[src/rtl/w_flush_sched.sv]
// Write-data flush scheduler: steers tagged W beats into per-burst FIFOs,
// flushes each FIFO on its last beat and grants drains round-robin.
module w_flush_sched #(
  parameter int NUM_FIFO = 4,
  parameter int LEN_W    = 8
) (
  input  logic                clk,
  input  logic                rst,
  input  logic                aw_valid,
  output logic                aw_ready,
  input  logic [10:0]         aw_id,
  input  logic [LEN_W-1:0]    aw_len,
  input  logic                w_valid,
  output logic                w_ready,
  input  logic [10:0]         w_id,
  input  logic [NUM_FIFO-1:0] fifo_ready,
  input  logic [NUM_FIFO-1:0] fifo_flush_done,
  output logic [NUM_FIFO-1:0] fifo_push,
  output logic [NUM_FIFO-1:0] fifo_flush,
  output logic [NUM_FIFO-1:0] fifo_stall,
  output logic                busy
);

  localparam int IW = $clog2(NUM_FIFO);
  localparam int CW = LEN_W + 1;
  localparam logic [NUM_FIFO-1:0] ONE = NUM_FIFO'(1);

  typedef enum logic [1:0] {
    S_FREE,
    S_FILL,
    S_DRAIN
  } slot_e;

  slot_e            st_q  [NUM_FIFO];
  slot_e            st_d  [NUM_FIFO];
  logic [10:0]      id_q  [NUM_FIFO];
  logic [10:0]      id_d  [NUM_FIFO];
  logic [CW-1:0]    exp_q [NUM_FIFO];
  logic [CW-1:0]    exp_d [NUM_FIFO];
  logic [CW-1:0]    cnt_q [NUM_FIFO];
  logic [CW-1:0]    cnt_d [NUM_FIFO];

  logic             gnt_v_q, gnt_v_d;
  logic [IW-1:0]    gnt_q, gnt_d;
  logic [IW-1:0]    ptr_q, ptr_d;

  logic             free_any;
  logic [IW-1:0]    free_idx;
  logic             dup;
  logic             w_hit;
  logic [IW-1:0]    w_idx;
  logic             drn_hit;
  logic [IW-1:0]    drn_idx;
  logic             any_busy;
  logic             aw_fire;
  logic             w_fire;
  logic             last;

  always_comb begin
    free_any = 1'b0;
    free_idx = '0;
    dup      = 1'b0;
    w_hit    = 1'b0;
    w_idx    = '0;
    any_busy = 1'b0;
    for (int i = 0; i < NUM_FIFO; i++) begin
      if (st_q[i] == S_FREE && !free_any) begin
        free_any = 1'b1;
        free_idx = IW'(i);
      end
      if (st_q[i] == S_FILL && id_q[i] == aw_id) begin
        dup = 1'b1;
      end
      if (st_q[i] == S_FILL && id_q[i] == w_id) begin
        w_hit = 1'b1;
        w_idx = IW'(i);
      end
      if (st_q[i] != S_FREE) begin
        any_busy = 1'b1;
      end
    end
  end

  // Round-robin scan of draining slots starting at the pointer
  always_comb begin
    drn_hit = 1'b0;
    drn_idx = '0;
    for (int k = 0; k < NUM_FIFO; k++) begin
      int j;
      j = (int'(ptr_q) + k) % NUM_FIFO;
      if (!drn_hit && st_q[j] == S_DRAIN) begin
        drn_hit = 1'b1;
        drn_idx = IW'(j);
      end
    end
  end

  always_comb begin
    aw_ready   = rst | (free_any & ~dup);
    w_ready    = ~rst & w_hit & fifo_ready[w_idx];
    aw_fire    = ~rst & aw_valid & aw_ready;
    w_fire     = w_valid & w_ready;
    last       = w_fire &&
                 ((cnt_q[w_idx] + CW'(1)) == exp_q[w_idx]);
    fifo_push  = w_fire ? (ONE << w_idx) : '0;
    fifo_flush = last ? (ONE << w_idx) : '0;
    fifo_stall = (!rst && gnt_v_q) ? ~(ONE << gnt_q) : '1;
    busy       = ~rst & any_busy;
  end

  always_comb begin
    for (int i = 0; i < NUM_FIFO; i++) begin
      st_d[i]  = st_q[i];
      id_d[i]  = id_q[i];
      exp_d[i] = exp_q[i];
      cnt_d[i] = cnt_q[i];
    end
    gnt_v_d = gnt_v_q;
    gnt_d   = gnt_q;
    ptr_d   = ptr_q;

    if (gnt_v_q) begin
      if (fifo_flush_done[gnt_q]) begin
        st_d[gnt_q]  = S_FREE;
        cnt_d[gnt_q] = '0;
        gnt_v_d      = 1'b0;
        ptr_d        = (gnt_q == IW'(NUM_FIFO - 1)) ? '0 : gnt_q + IW'(1);
      end
    end else if (drn_hit) begin
      gnt_v_d = 1'b1;
      gnt_d   = drn_idx;
    end

    if (w_fire) begin
      cnt_d[w_idx] = cnt_q[w_idx] + CW'(1);
      if (last) begin
        st_d[w_idx] = S_DRAIN;
      end
    end

    if (aw_fire) begin
      st_d[free_idx]  = S_FILL;
      id_d[free_idx]  = aw_id;
      exp_d[free_idx] = CW'(aw_len) + CW'(1);
      cnt_d[free_idx] = '0;
    end
  end

  always_ff @(posedge clk) begin
    if (rst) begin
      for (int i = 0; i < NUM_FIFO; i++) begin
        st_q[i]  <= S_FREE;
        id_q[i]  <= '0;
        exp_q[i] <= '0;
        cnt_q[i] <= '0;
      end
      gnt_v_q <= 1'b0;
      gnt_q   <= '0;
      ptr_q   <= '0;
    end else begin
      for (int i = 0; i < NUM_FIFO; i++) begin
        st_q[i]  <= st_d[i];
        id_q[i]  <= id_d[i];
        exp_q[i] <= exp_d[i];
        cnt_q[i] <= cnt_d[i];
      end
      gnt_v_q <= gnt_v_d;
      gnt_q   <= gnt_d;
      ptr_q   <= ptr_d;
    end
  end

endmodule

[config.mk]
export PLATFORM = sky130hd
export DESIGN_NAME = w_flush_sched
export DESIGN_NICKNAME = d
export VERILOG_FILES = /design/src/rtl/w_flush_sched.sv
export SDC_FILE = /design/constraint.sdc
export NUM_CORES = 1
export LEC_CHECK = 0
export BUFFER_PORTS_ARGS = -buffer_cell sky130_fd_sc_hd__buf_2
export CELL_PAD_IN_SITES_DETAIL_PLACEMENT = 1
export CELL_PAD_IN_SITES_GLOBAL_PLACEMENT = 1
export CORE_MARGIN = 5
export CORE_UTILIZATION = 40
export CTS_CLUSTER_SIZE = 40
export DETAILED_ROUTE_END_ITERATION = 8
export PLACE_DENSITY_LB_ADDON = 0.1
export SKIP_CTS_REPAIR_TIMING = 1
export SYNTH_ARGS = -nofsm -noshare
export SYNTH_HDL_FRONTEND = slang
export SYNTH_SLANG_ARGS = --single-unit
[constraint.sdc]
create_clock -name clk -period 4.65 [get_ports clk]
set_input_delay 0 -clock clk [delete_from_list [all_inputs] [get_ports clk]]
set_output_delay 0 -clock clk [all_outputs]
set_load 0.02 [all_outputs]
==> metrics.txt <==
# TYPE chip_impl_metric gauge
chip_impl_info{name="violations_in_the_final_reports",value="negative hold slack"} 1
chip_impl_metric{name="maxSlewViolCount",unit=""} 0
chip_impl_metric{name="synth.avg_cell_area",unit="sq um"} 7.53
chip_impl_info{name="hold_path.class",value="in2reg"} 1
chip_impl_metric{name="htree_num_levels",unit=""} 4
chip_impl_metric{name="fin_ws",unit="ns"} 0.203
chip_impl_metric{name="first_iter_violations",unit=""} 456
chip_impl_metric{name="p_switching",unit="mW"} 0.823
chip_impl_info{name="timing.critical_path.from_type",value="flop"} 1
chip_impl_metric{name="synth_compound_gate_area_share",unit="%"} 17.8
chip_impl_metric{name="grt.overflow.total",unit=""} 0
chip_impl_metric{name="post_layout_nonfiller_instances",unit=""} 1296
chip_impl_info{name="synth_top_family_by_area",value="simple AND/OR/NAND/NOR gates"} 1
chip_impl_metric{name="place.port_buffers",unit=""} 56
chip_impl_metric{name="synthArstFlopShare",unit="%"} 0
chip_impl_metric{name="area_growth",unit="%"} 17.2
chip_impl_metric{name="die_area",unit="sq um"} 21600
chip_impl_metric{name="synth.yosys.seq_area_share",unit="%"} 34.9
chip_impl_metric{name="num_rows",unit=""} 50
chip_impl_metric{name="pin_count",unit=""} 57
chip_impl_info{name="outcome",value="finished, violations left"} 1
chip_impl_metric{name="clk_transition_reported_paths",unit="ns"} 0.06
chip_impl_metric{name="worst-slew-pin-transition",unit="ns"} 0.947
chip_impl_metric{name="synth.ff_latch_count",unit=""} 131
chip_impl_info{name="worstSetupEndpointType",value="output pin"} 1
chip_impl_metric{name="drcViolationCount",unit=""} 0
chip_impl_info{name="critical_path_class",value="reg2out"} 1
chip_impl_metric{name="fp.dieW",unit="um"} 147
chip_impl_metric{name="netlist_instances",unit=""} 997
chip_impl_metric{name="hpwl",unit="um"} 19500
chip_impl_metric{name="n_antenna_cell",unit=""} 0
chip_impl_metric{name="final_antenna_net_count",unit=""} 0
chip_impl_metric{name="setup-violations-final",unit=""} 0
chip_impl_metric{name="placed_cells_incl_taps",unit=""} 1249
chip_impl_metric{name="synthesized_area_fraction_occupied_by_xor_and_xnor_cells",unit="%"} 12.8
chip_impl_metric{name="post_layout_util",unit="%"} 47.4
chip_impl_metric{name="worst_slew_margin_rel",unit="%"} 36.8
chip_impl_metric{name="grt_util_all_layers",unit="%"} 24.7
chip_impl_metric{name="achievable-frequency",unit="MHz"} 225
chip_impl_metric{name="synth-edff-count",unit=""} 0
chip_impl_metric{name="detailroute.via_count",unit=""} 7429
chip_impl_metric{name="tritoncts_num_sinks",unit=""} 131
chip_impl_metric{name="detail_route.wirelength",unit="um"} 26600
chip_impl_metric{name="period_share",unit="%"} 95.6
chip_impl_metric{name="critical_path_arrival",unit="ns"} 4.45
chip_impl_metric{name="grt_max_degree",unit=""} 54
chip_impl_info{name="leading_cell_type_in_the_layout_fill_and_taps_excluded",value="sky130_fd_sc_hd__nand2_1"} 1
chip_impl_metric{name="library_cells_used_by_synthesis",unit=""} 71
chip_impl_metric{name="core_area",unit="sq um"} 18600
chip_impl_metric{name="critPathRequiredTime",unit="ns"} 4.65
chip_impl_metric{name="first_pass_iters",unit=""} 5
chip_impl_metric{name="nNetsFinal",unit=""} 1097
chip_impl_metric{name="grt_antenna_before_repair",unit=""} 0
chip_impl_metric{name="power.internal",unit="mW"} 2.11
chip_impl_metric{name="dpl_worst_slack",unit="ns"} 0.371
chip_impl_metric{name="initial_core_util",unit="%"} 40.4
chip_impl_metric{name="share_clk_of_total_power",unit="%"} 46.4
chip_impl_info{name="cts_root_buffer",value="sky130_fd_sc_hd__clkbuf_16"} 1
chip_impl_metric{name="synth.net_count",unit=""} 1045
chip_impl_metric{name="synthMuxAreaShare",unit="%"} 1.12
chip_impl_metric{name="cap_viol_max_count",unit=""} 0
chip_impl_metric{name="period_needed",unit="ns"} 4.45
chip_impl_metric{name="largest_vdd_supply_drop",unit="mV"} 0.225
chip_impl_metric{name="gp_congestion",unit=""} 0.927
chip_impl_metric{name="synthesis.area",unit="sq um"} 7510
chip_impl_metric{name="switching_power_share_of_the_total",unit="%"} 28.0
chip_impl_metric{name="final_layout_size_suffix_gt1_share",unit="%"} 13.3
chip_impl_metric{name="static-leakage-power",unit="nW"} 3.17
chip_impl_metric{name="post_synth_and_or_nand_nor_area_fraction",unit="%"} 27.9
chip_impl_metric{name="worst_case_hold_slack",unit="ns"} -0.0162
chip_impl_info{name="commonest_cells_after_routing_fill_and_taps_aside",value="164 x sky130_fd_sc_hd__nand2_1, 131 x sky130_fd_sc_hd__dfxtp_1, 95 x sky130_fd_sc_hd__nor2_1"} 1
chip_impl_metric{name="floorplan.die.height",unit="um"} 147
chip_impl_metric{name="internal_reg_to_reg_setup_slack",unit="ns"} 0.48
chip_impl_metric{name="critical_path_peak_fanout",unit=""} 10
chip_impl_metric{name="cts_buffers",unit=""} 17
chip_impl_metric{name="yosys.area_share.adder",unit="%"} 1.00
chip_impl_metric{name="power.sequential.fraction",unit="%"} 41.3
chip_impl_metric{name="global_route_wire_length_before_repair",unit="um"} 42100
chip_impl_metric{name="timing_hold_violations_final",unit=""} 4
chip_impl_metric{name="yosysWarningCount",unit=""} 0
chip_impl_metric{name="viasPerCell",unit=""} 5.73
chip_impl_metric{name="first_global_vias",unit=""} 7253
chip_impl_metric{name="clock_skew",unit="ns"} 0.0108
chip_impl_metric{name="share_comb_of_total_power",unit="%"} 12.4
chip_impl_metric{name="clk_latency",unit="ns"} 0.42
chip_impl_metric{name="wl_per_cell",unit="um"} 20.5
chip_impl_info{name="synthFlopType",value="sky130_fd_sc_hd__dfxtp_1"} 1
chip_impl_metric{name="finalPower",unit="mW"} 2.94
chip_impl_info{name="clock_tree_from_tritoncts",value="yes"} 1
chip_impl_metric{name="power_density",unit="nW/um^2"} 334
chip_impl_metric{name="clockBufferDepth",unit=""} 2
-- final cells by class --
| class | count | area (sq um) |
|---|---|---|
| sequential | 131 | 2620 |
| clock buffer | 19 | 443 |
| clock inverter | 13 | 151 |
| multi-input combinational | 779 | 4600 |
| tap | 234 | 293 |
| fill | 2320 | 9780 |
| timing repair buffer | 93 | 592 |
| inverter | 27 | 101 |
-- cells in the mapped netlist (22+ instances only) --
library cell	count	share of area, %
sky130_fd_sc_hd__inv_1	26	1.3
sky130_fd_sc_hd__o21ai_0	49	3.3
sky130_fd_sc_hd__clkbuf_1	51	2.5
sky130_fd_sc_hd__a211oi_1	22	2.2
sky130_fd_sc_hd__nor2_1	96	4.8
sky130_fd_sc_hd__dfxtp_1	131	35
sky130_fd_sc_hd__nor4_1	29	2.4
sky130_fd_sc_hd__xor2_1	53	6.2
sky130_fd_sc_hd__xnor2_1	52	6.1
sky130_fd_sc_hd__a21oi_1	81	5.4
sky130_fd_sc_hd__nand3_1	75	5.0
sky130_fd_sc_hd__nand2_1	164	8.2
-- layer usage --
metal / part of all wire (%) / global-route usage, % / vias up
li1: - / - / 3587
met1: 49 / 36.1 / 3618
met2: 45 / 38.3 / 190
met3: 4.7 / 3.39 / 34
met4: 1.8 / 6.43 / 0
met5: 0 / 0 / -
-- critical path, cell delays in order (launching register included) --
cell                      delay, ns
sky130_fd_sc_hd__dfxtp_1       0.35
sky130_fd_sc_hd__xor2_1        0.19
sky130_fd_sc_hd__nor4_1        0.41
sky130_fd_sc_hd__and3_1        0.52
sky130_fd_sc_hd__buf_4         0.26
sky130_fd_sc_hd__and2_1        0.17
sky130_fd_sc_hd__nor2_1        0.12
sky130_fd_sc_hd__nor4b_4       0.42
sky130_fd_sc_hd__nand3_1       0.18
sky130_fd_sc_hd__xor2_2        0.28
sky130_fd_sc_hd__xnor2_4       0.16
sky130_fd_sc_hd__or3_4         0.40
sky130_fd_sc_hd__nor4b_1       0.31
sky130_fd_sc_hd__buf_2         0.22
-- power groups by stage --
stage                     Combinational [mW]  Sequential, mW  Clock (mW)
after floorplan                        0.250            1.22           0
after global placement                 0.346            1.24           0
after detailed placement               0.352            1.24           0
after CTS                              0.354            1.21        1.38
after global routing                   0.404            1.22        1.43
final                                  0.363            1.21        1.36
-- cell families (layout without fill, tap and decap cells) --
| group | after synthesis | in the layout |
|---|---|---|
| AO/OA/AOI/OAI | 211 | 211 |
| AND/OR/NAND/NOR | 448 | 448 |
| multiplexers | 7 | 7 |
| adder cells (fa/ha/maj) | 6 | 6 |
| buffers and inverters | 87 | 152 |
| XOR/XNOR | 107 | 107 |
| flip-flops | 131 | 131 |
-- flip-flops by register name, indices dropped and copies added (netlist names), named ones only --
signal,cells
id_q,44
cnt_q,36
exp_q,36
st_q,8
gnt_q,2
ptr_q,2
gnt_v_q,1
-- through the flow --
step / area, sq um / setup TNS, ns
after floorplan: 7510 / 0
after global placement: 8040 / 0
after detailed placement: 8040 / 0
after CTS: 8630 / 0
after global routing: 8800 / -0.0522
final: 8800 / 0
-- final timing paths --
check,endpoint,from,cells past startpoint
setup / recovery,fifo_flush[0],id_q[3][10],13
hold / removal,exp_q[1][5],aw_len[5],3
setup reg to reg,st_q[0][0],id_q[1][9],14
hold reg to reg,exp_q[3][1],exp_q[3][1],2
(Power assumes the default switching activity.)
